### config.mk
export PLATFORM = sky130hd
export DESIGN_NAME = cpu_io_periph
export DESIGN_NICKNAME = d
export VERILOG_FILES = /design/src/rtl/cpu_io_periph.sv
export SDC_FILE = /design/constraint.sdc
export NUM_CORES = 1
export LEC_CHECK = 0
export ABC_AREA = 1
export CAP_MARGIN = 40
export CORE_MARGIN = 4
export CORE_UTILIZATION = 40
export DETAILED_ROUTE_END_ITERATION = 10
export PLACE_DENSITY = 0.73
export REMOVE_ABC_BUFFERS = 1
export SKIP_CTS_REPAIR_TIMING = 1
export SLEW_MARGIN = 20
export SYNTH_ARGS = -nofsm -noshare
export SYNTH_HDL_FRONTEND = slang
export SYNTH_SLANG_ARGS = --single-unit
export TNS_END_PERCENT = 50
### constraint.sdc
create_clock -name CLK -period 2 [get_ports CLK]
set_input_delay 0.4 -clock CLK [delete_from_list [all_inputs] [get_ports CLK]]
set_output_delay 0.4 -clock CLK [all_outputs]
set_load 0.01 [all_outputs]
### src/rtl/cpu_io_periph.sv
// CPU I/O port peripheral: LED/switch registers, 4-entry receive FIFO and
// reloadable down-counter timer behind an 8-port window with a level interrupt.
module cpu_io_periph #(
    parameter logic [7:0] BASE = 8'h00
) (
    input  logic       CLK,
    input  logic       xRESET_N,
    input  logic [7:0] PORTID,
    input  logic [7:0] OUTPORT,
    input  logic       WSTROBE,
    input  logic       WSTROBEK,
    input  logic       RSTROBE,
    output logic [7:0] INPORT,
    output logic       INT,
    input  logic [7:0] SW,
    output logic [7:0] LED,
    input  logic [7:0] RX_DATA,
    input  logic       RX_VALID,
    output logic       RX_READY
);
    localparam logic [2:0] OFF_LED    = 3'd0;
    localparam logic [2:0] OFF_SW     = 3'd1;
    localparam logic [2:0] OFF_FIFO   = 3'd2;
    localparam logic [2:0] OFF_STATUS = 3'd3;
    localparam logic [2:0] OFF_IE     = 3'd4;
    localparam logic [2:0] OFF_RELOAD = 3'd5;
    localparam logic [2:0] OFF_TCOUNT = 3'd6;

    typedef struct packed {
        logic       wr;
        logic       rd;
        logic [2:0] off;
        logic [7:0] data;
    } io_req_t;

    io_req_t    req;
    logic       sel;
    logic [1:0] ie;
    logic [7:0] reload, tcount;
    logic       tflag, ovf;
    logic [7:0] sw_s1, sw_s2;
    logic [7:0] mem [4];
    logic [1:0] wr_ptr, rd_ptr;
    logic [2:0] count;
    logic       nempty, full, push, pop;
    logic       wr_reload, wr_status, tflag_set, ovf_set;
    logic [7:0] rdata;

    // Constant-port writes bypass the BASE match and use the low offset bits only.
    assign sel = (PORTID[7:3] == BASE[7:3]);
    always_comb begin
        req.wr   = (WSTROBE & sel) | WSTROBEK;
        req.rd   = RSTROBE & sel;
        req.off  = PORTID[2:0];
        req.data = OUTPORT;
    end

    assign nempty   = (count != 3'd0);
    assign full     = (count == 3'd4);
    assign RX_READY = !full;
    assign push     = RX_VALID & RX_READY;
    assign pop      = req.rd & (req.off == OFF_FIFO) & nempty;
    assign ovf_set  = RX_VALID & full;

    assign wr_reload = req.wr & (req.off == OFF_RELOAD);
    assign wr_status = req.wr & (req.off == OFF_STATUS);
    assign tflag_set = !wr_reload & (reload != 8'd0) & (tcount == 8'd1);

    always_comb begin
        rdata = 8'h00;
        if (sel) begin
            case (req.off)
                OFF_LED:    rdata = LED;
                OFF_SW:     rdata = sw_s2;
                OFF_FIFO:   rdata = nempty ? mem[rd_ptr] : 8'h00;
                OFF_STATUS: rdata = {4'b0, ovf, tflag, full, nempty};
                OFF_IE:     rdata = {6'b0, ie};
                OFF_RELOAD: rdata = reload;
                OFF_TCOUNT: rdata = tcount;
                default:    rdata = 8'h00;
            endcase
        end
    end

    // Storage needs no reset: an empty FIFO never exposes its contents.
    always_ff @(posedge CLK) begin
        if (push) mem[wr_ptr] <= RX_DATA;
    end

    always_ff @(posedge CLK or negedge xRESET_N) begin
        if (!xRESET_N) begin
            INPORT <= 8'h00;
            INT    <= 1'b0;
            LED    <= 8'h00;
            ie     <= 2'b00;
            reload <= 8'h00;
            tcount <= 8'h00;
            tflag  <= 1'b0;
            ovf    <= 1'b0;
            sw_s1  <= 8'h00;
            sw_s2  <= 8'h00;
            wr_ptr <= 2'd0;
            rd_ptr <= 2'd0;
            count  <= 3'd0;
        end else begin
            INPORT <= rdata;
            INT    <= (ie[0] & nempty) | (ie[1] & tflag);
            sw_s1  <= SW;
            sw_s2  <= sw_s1;

            if (req.wr && req.off == OFF_LED) LED <= req.data;
            if (req.wr && req.off == OFF_IE)  ie  <= req.data[1:0];

            if (wr_reload) begin
                reload <= req.data;
                tcount <= req.data;
            end else if (reload == 8'd0) begin
                tcount <= 8'd0;
            end else if (tcount <= 8'd1) begin
                tcount <= reload;
            end else begin
                tcount <= tcount - 8'd1;
            end

            // Setting a sticky flag wins over a same-cycle clear.
            if (tflag_set)                      tflag <= 1'b1;
            else if (wr_status && req.data[2])  tflag <= 1'b0;
            if (ovf_set)                        ovf   <= 1'b1;
            else if (wr_status && req.data[3])  ovf   <= 1'b0;

            if (push) wr_ptr <= wr_ptr + 2'd1;
            if (pop)  rd_ptr <= rd_ptr + 2'd1;
            case ({push, pop})
                2'b10:   count <= count + 3'd1;
                2'b01:   count <= count - 3'd1;
                default: count <= count;
            endcase
        end
    end
endmodule
After elaboration in Yosys (flattened, before gate mapping). Memories as Yosys holds them, arrays and structs flattened. Index checks and enable logic that the tools add are counted.

Input bits: 38. Output and inout bits: 18. Memories kept: 1. Bits in writable memories: 32. Register bits after elaboration: 60. Word-level logic and storage cells: 71.

Muxes and demuxes: 13. Reduce and logical (&&, ||, !) cells: 14. $lt $le $gt $ge: 1. Equal/unequal tests: 10. Add/subtract/negate cells: 5. Bitwise logic cells: 14.

Memories: mem (depth 4, bits a word 8, read ports 1, clocked after Yosys merged registers in 0, wr ports 1, RTL line 42) `logic [7:0] mem [4];`.

Operators with widths (count): 8-bit case mux with 7 select lines (1); 8-bit 2-to-1 mux (5); 1-bit bitwise AND (12); 3-bit == test, second input constant (4); 8-bit by 1-bit == test with 1-bit output, second input constant (1); 8-bit by 1-bit less-or-equal comparator with 1-bit output, second input constant (1); 8-bit logical NOT (1); 8-bit nonzero test (1); 8-bit by 1-bit subtractor with 8-bit output, second input constant (1); 3-bit by 2-bit == test with 1-bit output, second input constant (2); 1-bit 2-to-1 mux (6); 3-bit case mux with 2 select lines (1); 2-bit nonzero test (3); 5-bit logical NOT (1); 2-bit by 1-bit adder with 2-bit output, second input constant (2); 1-bit logical AND (4); 3-bit by 1-bit adder with 3-bit output, second input constant (1); 3-bit by 1-bit == test with 1-bit output, second input constant (1); 3-bit logical NOT (1); 3-bit nonzero test (1); 3-bit by 1-bit subtractor with 3-bit output, second input constant (1); 2-bit by 1-bit == test with 1-bit output, second input constant (1); 2-bit == test, second input constant (1); 1-bit logical NOT (2); 1-bit OR (2).

Depth between registers and ports, before layout.
Depth after elaboration: 8. Gate-level depth with buffers: 12. Mapped depth without buffers: 11.

Worst setup path after synthesis. No wires, ideal clock.

Kind: in2reg. From: input PORTID[1]. To: register count[2]. Data arrival time: 1.877 ns. Stages on the path: 12. Slack: -0.008 ns. Path through: buf_6 inv_1 nor3_2 nand2_1 inv_2 nand3_1 inv_1 ha_1 fa_1 a21oi_1 o21ai_0 xor2_1.

Longest elaborated chain between the ends: 5.

Ends and longest elaborated chain: from (decl) (RTL line 8) `input logic [7:0] PORTID,`; 3-bit by 2-bit == test with 1-bit output (*) (RTL line 62) `assign pop = req.rd & (req.off == OFF_FIFO) & nempty;`; 1-bit bitwise AND (*) (2 in series) (RTL line 62); named net pop (RTL line 45) `logic nempty, full, push, pop;`; 2-bit by 1-bit == test with 1-bit output / 2-bit == test (equally long branches) (RTL line 133) `case ({push, pop})`; 3-bit case mux with 2 select lines / 2-bit nonzero test (equally long branches); to (signal assigned) (RTL line 134) `2'b10: count <= count + 3'd1;`; to (signal assigned) (RTL line 135) `2'b01: count <= count - 3'd1;`; to (signal assigned) (RTL line 136) `default: count <= count;`; to (decl) (RTL line 44) `logic [2:0] count;`.

The timed path passes the listed nets; every way through them passes the cells marked *. A chain may end at the register's enable or synchronous reset.

Worst setup path after layout.
From: input PORTID[1]. To: register count[1].

The elaborated chain is that of the path after synthesis.

==> results.py <==
metrics = {
    "outcome": {
        "status": "finished, violations left",
        "violations": "negative hold slack",
    },
    "power": {
        "pwr-share-seq_pct": 46.3,
        "combinationalPowerShare_pct": 29.9,
        "ir_drop_mv": 0.717,
        "clkPwrFrac_pct": 23.8,
        "static-leakage-power_nw": 2.44,
        "switching_share_pct": 33.2,
        "p_per_area_nw_per_um2": 1050,
        "total_power_mw": 5.50,
        "switchingPower_mw": 1.83,
        "p_int_mw": 3.67,
    },
    "timing": {
        "finalWorstSetupSlack_ns": 0.0789,
        "finalSetupViolCount": 0,
        "skew_ns": 0.0182,
        "drv_slew": 0,
        "fmax_mhz": 521,
        "fin_crit_sh_pct": 96.1,
        "report.final.hold_viol_count": 13,
        "whs_ns": -0.00421,
        "rsz0062_at_grt": "false",
        "max-slew-margin-rel_pct": 64.4,
        "fin_setup_tns_ns": 0,
        "period_needed_ns": 1.92,
        "max_slew.worst_pin.slew_ns": 0.534,
    },
    "cells_and_area": {
        "layout-drive-gt1-share_pct": 12.2,
        "nets": 574,
        "antenna_cells": 0,
        "areaGrowthSynthToFinish_pct": 28.3,
        "layout.cells.non_filler": 666,
    },
    "critical_path": {
        "rr_worst_depth": 11,
        "r2r_slack_ns": 0.10,
        "endpoint_kind": "flop",
        "cp-start-kind": "input port",
        "regToRegEndpoint": "count[2]",
        "crit_end": "count[1]",
        "crit_start": "PORTID[1]",
        "critical_path_class": "input port to flop",
        "crit_arrival_ns": 2.20,
        "rr_startpoint": "count[2]",
        "required_ns": 2.27,
        "critPathMaxFanout": 3,
    },
    "clocking": {
        "path_clk_slew_ns": 0.10,
        "cts_max_path_buffers": 2,
        "cts_tree": "yes",
        "cts_max_level": 3,
        "clk_latency_ns": 0.38,
        "clock-root-buffer": "clkbuf_8",
        "cts_inserted_buffers": 9,
        "clock-sinks": 92,
    },
    "synthesis": {
        "syn_inst": 439,
        "ys_seq_elements": 92,
        "synthesis.area_sq_um": 4070,
        "synth_cell_types": 26,
        "synth_top_area_share_pct": 36.9,
        "synthFlopType": "dfrtp_1",
        "seq_area_frac_synth_pct": 60.5,
        "synth.area.top_cells": "dfrtp_1, edfxtp_1, nand2_1",
        "synth_edf_count": 32,
        "synthArstFlopShare_pct": 65.2,
        "synth_top_cell_by_area": "dfrtp_1",
        "ys_warn_count": 0,
        "syn_area_per_cell_sq_um": 9.28,
    },
    "floorplan": {
        "ios": 56,
        "die_w_um": 109,
        "coreArea_sq_um": 9860,
        "dieArea_sq_um": 11900,
        "rows": 36,
        "initial_core_util_pct": 41.3,
        "die_y_um": 109,
    },
    "placed_design": {
        "dp_hpwl_um": 7320,
        "post-place-ws_ns": -0.468,
        "port_buffers": 55,
        "gp_congestion": 0.960,
        "dp_cells": 648,
    },
    "grt": {
        "grt_overflow": 0,
        "grt_pass1_vias": 3238,
        "antenna_found_initial": 0,
        "grt_pass1_wl_um": 15700,
        "track_usage_pct": 17.7,
        "grt_max_degree": 24,
    },
    "detailed_routing": {
        "antenna_left": 0,
        "route.detailed.drc": 0,
        "wl_per_cell_um": 14.9,
        "firstDrtPassIters": 4,
        "drt_wl_total_um": 9950,
        "vias": 3288,
        "viasPerCell": 4.94,
        "first_iter_violations": 213,
    },
    "min_path": {
        "min_path_type": "input port to asynchronous set/reset pin",
    },
    "flow_run": {
        "cap_viol_max_count": 0,
    },
}
cell usage after synthesis, types with 2 or more instances:
cell	number
inv_2	3
buf_6	2
buf_4	2
buf_2	6
edfxtp_1	32
nand3_1	32
xor2_1	3
dfrtp_1	60
nor3_1	2
inv_1	48
nor2_1	44
ha_1	7
o21ai_0	32
nand2_1	128
nand4_1	7
nor3_2	2
a21oi_1	12
o22ai_1	9
worst max-delay path: stages:
cell             delay, ns
clkdlybuf4s50_1       0.47
inv_1                 0.07
nor3_2                0.18
nand2_1               0.10
inv_2                 0.07
nand3_2               0.09
inv_2                 0.09
ha_4                  0.13
fa_2                  0.43
nor2_2                0.12
a21oi_1               0.05
placed cells by master, fill, tap and decap left out, drive strengths merged, types with 9 or more instances in the layout:
cell and count:
nand3 33, o22ai 9, clkdlybuf4s50 53, dfrtp 60, nand2 128, a21oi 13
o21ai 33, inv 53, nor2 44, buf 35, clkbuf 13, edfxtp 32
power by group through the flow:
stage,Combinational [mW],Clock (mW),Sequential (mW)
CTS,1.57,1.33,2.55
detailed placement,1.57,0,2.58
global route,1.86,1.43,2.59
floorplan,0.912,0,2.55
finish,1.64,1.31,2.55
global placement,1.51,0,2.57
routing by layer:
metal / GRT usage [%] / routed length (um) / vias to the layer above
met4: 7.57 / 215 / 0
met5: 0 / 0 / -
li1: - / - / 1604
met2: 28.9 / 4970 / 116
met1: 22.0 / 4160 / 1553
met3: 4.91 / 607 / 15
logic make-up after synthesis:
group	after synthesis	synth area share [%]
AO/OA/AOI/OAI	56	7.34
XOR/XNOR	4	0.860
adder cells (fa/ha/maj)	8	2.64
buffers and inverters	62	6.45
flip-flops	92	60.5
AND/OR/NAND/NOR	217	22.2
worst min-delay path by stage:
stage	startpoint	end	slack, ns
after global routing	xRESET_N	tcount[6]	0.02
final	xRESET_N	reload[0]	-0.004
after detailed placement	sw_s1[4]	sw_s2[4]	0.33
after CTS	xRESET_N	reload[0]	0.002
after global placement	sw_s1[4]	sw_s2[4]	0.33
after floorplan	xRESET_N	INPORT[0]	0.10
registers in the layout (all words and copies together), names as in the netlist:
signal / count
INPORT: 8
INT: 1
LED: 8
count: 3
ie: 2
mem: 32
ovf: 1
rd_ptr: 2
reload: 8
sw_s1: 8
sw_s2: 8
tcount: 8
tflag: 1
wr_ptr: 2
stage by stage:
step           cell area (sq um)  util (%)
6_report                    5230      53.0
5_1_grt                     5230      53.0
4_1_cts                     5180      52.5
3_5_place_dp                4970      50.3
3_3_place_gp                4970      50.3
2_1_floorplan               4000         -
cell type report:
cell class,count,area [sq um]
multi-input cells,285,1380
fillers,843,4640
flip-flops and latches,92,2460
clock inverters,3,23.8
inverters,51,191
repair buffers,89,816
clock buffers,13,191
well taps,133,166
(Power assumes the default switching activity.)
